[config.mk]
export PLATFORM = sky130hd
export DESIGN_NAME = gpio_config_writer
export DESIGN_NICKNAME = d
export VERILOG_FILES = /design/src/rtl/gpio_config_writer.sv
export SDC_FILE = /design/constraint.sdc
export NUM_CORES = 2
export LEC_CHECK = 0
export ABC_CLOCK_PERIOD_IN_PS = 5600
export BUFFER_PORTS_ARGS = -buffer_cell sky130_fd_sc_hd__buf_2
export CAP_MARGIN = 30
export CORE_UTILIZATION = 50
export DETAILED_ROUTE_END_ITERATION = 8
export PLACE_DENSITY = 0.71
export SLEW_MARGIN = 20
export SYNTH_ARGS = -nofsm -noshare
export SYNTH_HDL_FRONTEND = slang
export SYNTH_SLANG_ARGS = --single-unit
[constraint.sdc]
create_clock -name aclk -period 5.6 [get_ports aclk]
set_input_delay 1.12 -clock aclk [delete_from_list [all_inputs] [get_ports aclk]]
set_output_delay 1.12 -clock aclk [all_outputs]
set_load 0.02 [all_outputs]
[src/rtl/gpio_config_writer.sv]
// gpio_config_writer: PS-to-PL configuration writer for the RPSPMC GPIO path.
// The PS fills a shadow buffer word by word over GPIO, then commits it with a
// target address. Data commits are published on config_addr/config_data with
// config_valid for HOLD_CYCLES, followed by GUARD_CYCLES of address 0.
// Readback-range commits park the address on config_addr with no data strobe.
// A commit that arrives while busy waits in a one-deep pending slot.
// Handshake: every host action is a toggle on a gpio_ctrl bit. An action is
// detected when the bit differs from its one-cycle history. It is executed one
// edge later, and it is acknowledged by mirroring the toggle value into gpio_status.
// Optional build macro: CONFIG_WRITER_SEQCOUNT_EN adds a 16-bit
// completed-commit counter on gpio_status[31:16].
module gpio_config_writer #(
   parameter int          NUM_WORDS    = 16,
   parameter int          HOLD_CYCLES  = 4,
   parameter int          GUARD_CYCLES = 2,
   parameter logic [31:0] RB_ADDR_MIN  = 32'd100000,
   parameter logic [31:0] RB_ADDR_MAX  = 32'd199999
) (
   input  logic                    aclk,
   input  logic                    aresetn,
   input  logic [31:0]             gpio_ctrl,
   input  logic [31:0]             gpio_addr,
   input  logic [31:0]             gpio_data,
   output logic [31:0]             config_addr,
   output logic [32*NUM_WORDS-1:0] config_data,
   output logic                    config_valid,
   output logic [31:0]             gpio_status
);

   typedef enum logic [1:0] {ST_IDLE, ST_HOLD, ST_GUARD} state_t;

   state_t                     r_state, w_state_nxt;
   logic [2:0]                 r_hist;
   logic                       r_wr_ev, r_cm_ev, r_clr_ev, r_wr_tog, r_cm_tog;
   logic [7:0]                 r_idx;
   logic [31:0]                r_data, r_addr;
   logic [NUM_WORDS-1:0][31:0] r_shadow, w_shadow_nxt;
   logic [15:0]                r_cnt;
   logic                       r_pend, r_pend_tog, r_cur_tog;
   logic [31:0]                r_pend_addr;
   logic                       r_wr_ack, r_cm_ack, r_idx_err, r_a0_err;
   logic [7:0]                 r_ovr;
   logic                       w_idle, w_use_pend, w_go, w_go_tog;
   logic [31:0]                w_go_addr;
   logic                       w_is_a0, w_is_rb, w_is_data, w_queue, w_overrun;
   logic                       w_hold_done, w_guard_done;
   logic [15:0]                w_seq;
   logic                       w_unused_ctrl;

   assign w_unused_ctrl = ^gpio_ctrl[28:8];

   // Toggle detection: history follows gpio_ctrl every cycle (also in reset),
   // and the detected events are registered together with their operands.
   always_ff @(posedge aclk) begin
      r_hist <= gpio_ctrl[31:29];
      if (!aresetn) begin
         r_wr_ev  <= 1'b0;
         r_cm_ev  <= 1'b0;
         r_clr_ev <= 1'b0;
         r_wr_tog <= 1'b0;
         r_cm_tog <= 1'b0;
         r_idx    <= '0;
         r_data   <= '0;
         r_addr   <= '0;
      end else begin
         r_wr_ev  <= gpio_ctrl[31] ^ r_hist[2];
         r_cm_ev  <= gpio_ctrl[30] ^ r_hist[1];
         r_clr_ev <= gpio_ctrl[29] ^ r_hist[0];
         r_wr_tog <= gpio_ctrl[31];
         r_cm_tog <= gpio_ctrl[30];
         r_idx    <= gpio_ctrl[7:0];
         r_data   <= gpio_data;
         r_addr   <= gpio_addr;
      end
   end

   // Commit decode: a pending commit launches before a fresh one; a fresh one
   // that cannot launch now is queued, or dropped when the slot stays full.
   always_comb begin
      w_idle       = (r_state == ST_IDLE);
      w_use_pend   = w_idle && r_pend;
      w_go         = w_idle && (r_pend || r_cm_ev);
      w_go_addr    = w_use_pend ? r_pend_addr : r_addr;
      w_go_tog     = w_use_pend ? r_pend_tog : r_cm_tog;
      w_is_a0      = w_go && (w_go_addr == 32'd0);
      w_is_rb      = w_go && (w_go_addr >= RB_ADDR_MIN) && (w_go_addr <= RB_ADDR_MAX);
      w_is_data    = w_go && !w_is_a0 && !w_is_rb;
      w_queue      = r_cm_ev && !(w_idle && !r_pend);
      w_overrun    = w_queue && r_pend && !w_use_pend;
      w_hold_done  = (r_state == ST_HOLD) && (r_cnt == 16'(HOLD_CYCLES - 1));
      w_guard_done = (r_state == ST_GUARD) && (r_cnt == 16'(GUARD_CYCLES - 1));
      // A same-cycle word write is folded in so a commit captures it.
      w_shadow_nxt = r_shadow;
      for (int k = 0; k < NUM_WORDS; k++) begin
         if (r_wr_ev && (32'(r_idx) == k)) w_shadow_nxt[k] = r_data;
      end
   end

   // Next-state logic for the publish sequence IDLE -> HOLD -> GUARD -> IDLE.
   always_comb begin
      w_state_nxt = r_state;
      case (r_state)
         ST_IDLE:  if (w_is_data)    w_state_nxt = ST_HOLD;
         ST_HOLD:  if (w_hold_done)  w_state_nxt = ST_GUARD;
         ST_GUARD: if (w_guard_done) w_state_nxt = ST_IDLE;
         default:                    w_state_nxt = ST_IDLE;
      endcase
   end

   // State, shadow buffer, pending slot, bus outputs and status flags.
   always_ff @(posedge aclk) begin
      if (!aresetn) begin
         r_state      <= ST_IDLE;
         r_shadow     <= '0;
         r_cnt        <= '0;
         r_pend       <= 1'b0;
         r_pend_addr  <= '0;
         r_pend_tog   <= 1'b0;
         r_cur_tog    <= 1'b0;
         config_addr  <= '0;
         config_data  <= '0;
         config_valid <= 1'b0;
         r_wr_ack     <= 1'b0;
         r_cm_ack     <= 1'b0;
         r_idx_err    <= 1'b0;
         r_a0_err     <= 1'b0;
         r_ovr        <= '0;
      end else begin
         r_state  <= w_state_nxt;
         r_shadow <= w_shadow_nxt;
         if (w_state_nxt != r_state) r_cnt <= '0;
         else if (!w_idle)           r_cnt <= r_cnt + 16'd1;

         if (w_queue && !w_overrun) begin
            r_pend      <= 1'b1;
            r_pend_addr <= r_addr;
            r_pend_tog  <= r_cm_tog;
         end else if (w_use_pend) begin
            r_pend <= 1'b0;
         end

         if (w_is_data) begin
            config_addr  <= w_go_addr;
            config_data  <= w_shadow_nxt;
            config_valid <= 1'b1;
            r_cur_tog    <= w_go_tog;
         end else if (w_is_rb) begin
            config_addr <= w_go_addr;
         end else if (w_hold_done) begin
            config_addr  <= '0;
            config_valid <= 1'b0;
         end

         if (r_wr_ev) r_wr_ack <= r_wr_tog;
         if (w_is_a0 || w_is_rb) r_cm_ack <= w_go_tog;
         else if (w_guard_done)  r_cm_ack <= r_cur_tog;

         // Error clear wins over any error raised in the same cycle.
         if (r_clr_ev) begin
            r_idx_err <= 1'b0;
            r_a0_err  <= 1'b0;
            r_ovr     <= '0;
         end else begin
            if (r_wr_ev && (32'(r_idx) >= NUM_WORDS)) r_idx_err <= 1'b1;
            if (w_is_a0)                              r_a0_err  <= 1'b1;
            if (w_overrun && (r_ovr != 8'hFF))        r_ovr     <= r_ovr + 8'd1;
         end
      end
   end

`ifdef CONFIG_WRITER_SEQCOUNT_EN
   logic [15:0] r_seq;
   logic        w_done;
   assign w_done = w_guard_done || w_is_a0 || w_is_rb;

   // Completed-commit counter, wraps, cleared only by reset.
   always_ff @(posedge aclk) begin
      if (!aresetn)    r_seq <= '0;
      else if (w_done) r_seq <= r_seq + 16'd1;
   end
   assign w_seq = r_seq;
`else
   assign w_seq = '0;
`endif

   assign gpio_status = {w_seq, r_ovr, 2'b00, r_a0_err, r_idx_err,
                         r_pend, ~w_idle, r_cm_ack, r_wr_ack};

endmodule

==> impl_results.md <==
* Power density cells at 340.1 nW/µm²
* Via count at 40.83k
* Resized Gates After CTS at 0
* Asr flop ratio synth at 0%
* Sequential area share after synthesis at 51.55%
* Deepest clock path buffer count at 3
* Final ANT Viol Nets at 0
* Initial antenna violation count at 11
* Distinct cell type count after synthesis at 55
* Launching element type of the critical path: flop
* Fin nets at 5807
* Slew Viols, Final at 0
* Max_cap viols at 0
* Die width at 307.6 µm
* Post-Synth Simple-Gate Area at 22.89%
* I/O Buffers at 635
* Post-Synth Adder-Cell Area at 0.08041%
* Sink Count at 1202
* Largest net degree at the start of global routing at 214
* Initial Utilization at 50.70%
* Slew HR at 12.79%
* Hold Path Class: reg2reg
* Critical Path RT at 6230 ps
* Number of synthesized register bits at 1202
* Vias/cell at 5.787
* Drt pass-1 iters at 6
* IO Count at 675
* DRC violations left at 0
* Final setup vio count at 0
* Sequential group share of total power at 46.9%
* Area grow syn2layout at 16.52%
* Commonest non-fill, non-tap cells in the layout: nand2_1, dfxtp_1, buf_2, nand4_1, o211ai_1
* CP Class: reg2reg
* Max Clk Rate at 244.2 MHz
* GRT Resource Usage Total at 30.61%
* Vias in the first global route at 36.90k
* Final WL at 152100 µm
* Core Box Area at 92080 µm²
* RD Place Congestion at 0.8422
* P_leak at 0.02202 µW
* VDD IR max at 0.3336 mV
* NetSw at 4816 µW
* Cells after Synth at 5413
* EDFF count, synth at 0
* Xor/xnor cell area share of the yosys netlist at 0.4315%
* Switch share at 26.03%
* CTS tree: done
* Worst-path clk slew at 60 ps
* Yosys warns at 0
* Num CTS Buffers at 120
* Detailed Place HPWL at 88130 µm
* Placement Setup Slack at 1701 ps
* Main combinational cell family by area after synthesis: simple AND/OR/NAND/NOR gates
* H-tree levels at 3
* Layout cells sized above 1 at 16.76%
* Worst-path fanout max at 164
* Compound-cell area share of the yosys netlist at 12.10%
* Clock share of power at 44.8%
* Die Ht at 307.6 µm
* Final period utilization at 73.14%
* Avg Inst Size Synth at 8.624 µm²
* Hold WS at 455.1 ps
* DRT iter0 DRCs at 4487
* Grt ovf at 0
* Fin crit period at 4096 ps
* Setup_tns at 0 ps
* Synthesized area at 46680 µm²
* Logic pwr share at 8.3%
* Outcome: finished clean
* RSZ-0062 raised after global routing: no
* Row count at 111
* Crit end category: flop
* First-pass GRT wire length at 225500 µm
* Internal cell power at 13680 µW
* Worst Skew at 23.47 ps
* Ys flop type: dfxtp_1
* Final hold vios at 0
* Setup Fix Bufs, Post-CTS at 0
* Worst Path Arrival at 4730 ps
* Die ar. at 94590 µm²
* Mux cell area share after synthesis at 6.904%
* Most common cell after layout, fill and taps aside: nand2_1
* Root Driver: clkbuf_16
* Worst-margin pin slew at 1308 ps
* Drt wl/cell at 21.56 µm
* Post-route setup slack at 1504 ps
* # hold bufs at CTS at 0
* Clock Latency Late Sink at 730 ps
==> final cells by class <==
type | count | area (µm²)
Inverter | 132 | 495.5
Fill cell | 8000 | 37690
Clock buffer | 177 | 3567
Clock inverter | 45 | 535.5
Tap cell | 1243 | 1555
Timing Repair Buffer | 708 | 4121
Antenna cell | 6 | 15.01
Sequential cell | 1202 | 24060
Multi-Input combinational cell | 3542 | 20040
==> flip-flops by register name (all words and copies together), names as in the netlist, 2 cells and up <==
signal,count
config_data,512
r_shadow,512
config_addr,32
r_addr,32
r_data,32
r_pend_addr,32
r_cnt,16
r_idx,8
r_ovr,8
r_hist,3
r_state,2
==> final timing paths <==
kind / to / cells past startpoint / slack (ps) / from
worst max register to register: config_data[94]$_SDFFE_PN0P_ / 8 / 1500 / r_pend$_SDFFE_PN0P_
worst min-delay path: config_addr[28]$_SDFFE_PN0P_ / 2 / 460 / config_addr[28]$_SDFFE_PN0P_
worst max-delay path: config_data[94]$_SDFFE_PN0P_ / 8 / 1500 / r_pend$_SDFFE_PN0P_
worst min register to register: config_addr[28]$_SDFFE_PN0P_ / 2 / 460 / config_addr[28]$_SDFFE_PN0P_
==> Yosys cell counts (3+ instances only) <==
library cell | count | share of area (%)
a211oi_1 | 5 | 0.080
a21boi_0 | 3 | 0.048
a21oi_1 | 4 | 0.043
a31oi_1 | 3 | 0.040
and2_1 | 78 | 1.0
and3_1 | 10 | 0.13
buf_1 | 110 | 0.88
buf_2 | 57 | 0.61
buf_4 | 26 | 0.42
buf_6 | 10 | 0.24
clkbuf_1 | 351 | 2.8
dfxtp_1 | 1202 | 52
ha_1 | 3 | 0.080
inv_1 | 132 | 1.1
mux2i_1 | 322 | 6.9
nand2_1 | 1490 | 12
nand2b_1 | 6 | 0.080
nand3_1 | 263 | 2.8
nand3b_1 | 4 | 0.064
nand4_1 | 395 | 5.3
nor2_1 | 36 | 0.29
nor2b_1 | 34 | 0.46
nor3_1 | 4 | 0.043
nor3b_1 | 5 | 0.080
nor4_1 | 14 | 0.19
o211ai_1 | 374 | 6.0
o211ai_2 | 10 | 0.27
o21a_1 | 4 | 0.064
o21ai_0 | 264 | 2.8
o221ai_1 | 129 | 2.4
or3_1 | 9 | 0.12
or4_1 | 6 | 0.096
xnor2_1 | 6 | 0.11
xor2_1 | 17 | 0.32
==> per-stage QoR <==
step	total power, µW	std cells	cell area [µm²]	utilization, %
after global routing	18980	7049	54380	59.06
after detailed placement	10360	6826	50250	54.57
after global placement	10360	6821	50130	54.44
after floorplan	9835	5430	46750	-
after CTS	18540	7048	54350	59.03
final	18500	7055	54390	59.07
==> logic make-up (layout without fill, tap and decap cells) <==
group           Yosys count  in the layout
compound gates          811            811
xor+xnor                 23             23
fa+ha+maj                 3              3
buf+inv                 686           1062
flops                  1202           1202
mux                     322            322
other cells               1             24
simple gates           2365           2365
==> critical path, stage by stage (launching register included) <==
cell and delay, ps:
dfxtp_1 500, or3b_1 730, or4_1 580, o21a_1 140, o221ai_4 280, buf_12 450
buf_12 440, nand4_1 230, o211ai_1 190
==> power groups by stage <==
stage | clock network (µW) | logic, µW | registers, µW
detailed placement | 0 | 1500 | 8860
finish | 8300 | 1530 | 8670
floorplan | 0 | 974 | 8860
global route | 8710 | 1600 | 8670
global placement | 0 | 1510 | 8850
CTS | 8370 | 1510 | 8670
==> per-layer routing <==
| metal | vias up | routed length, µm | GRT usage (%) |
|---|---|---|---|
| li1 | 19346 | - | - |
| met1 | 19494 | 63740 | 40.77 |
| met2 | 1645 | 67340 | 46.47 |
| met3 | 340 | 12670 | 6.565 |
| met4 | 0 | 8328 | 16.09 |
| met5 | - | 0 | 0 |
No activity file was read; power rests on OpenSTA's default activity.
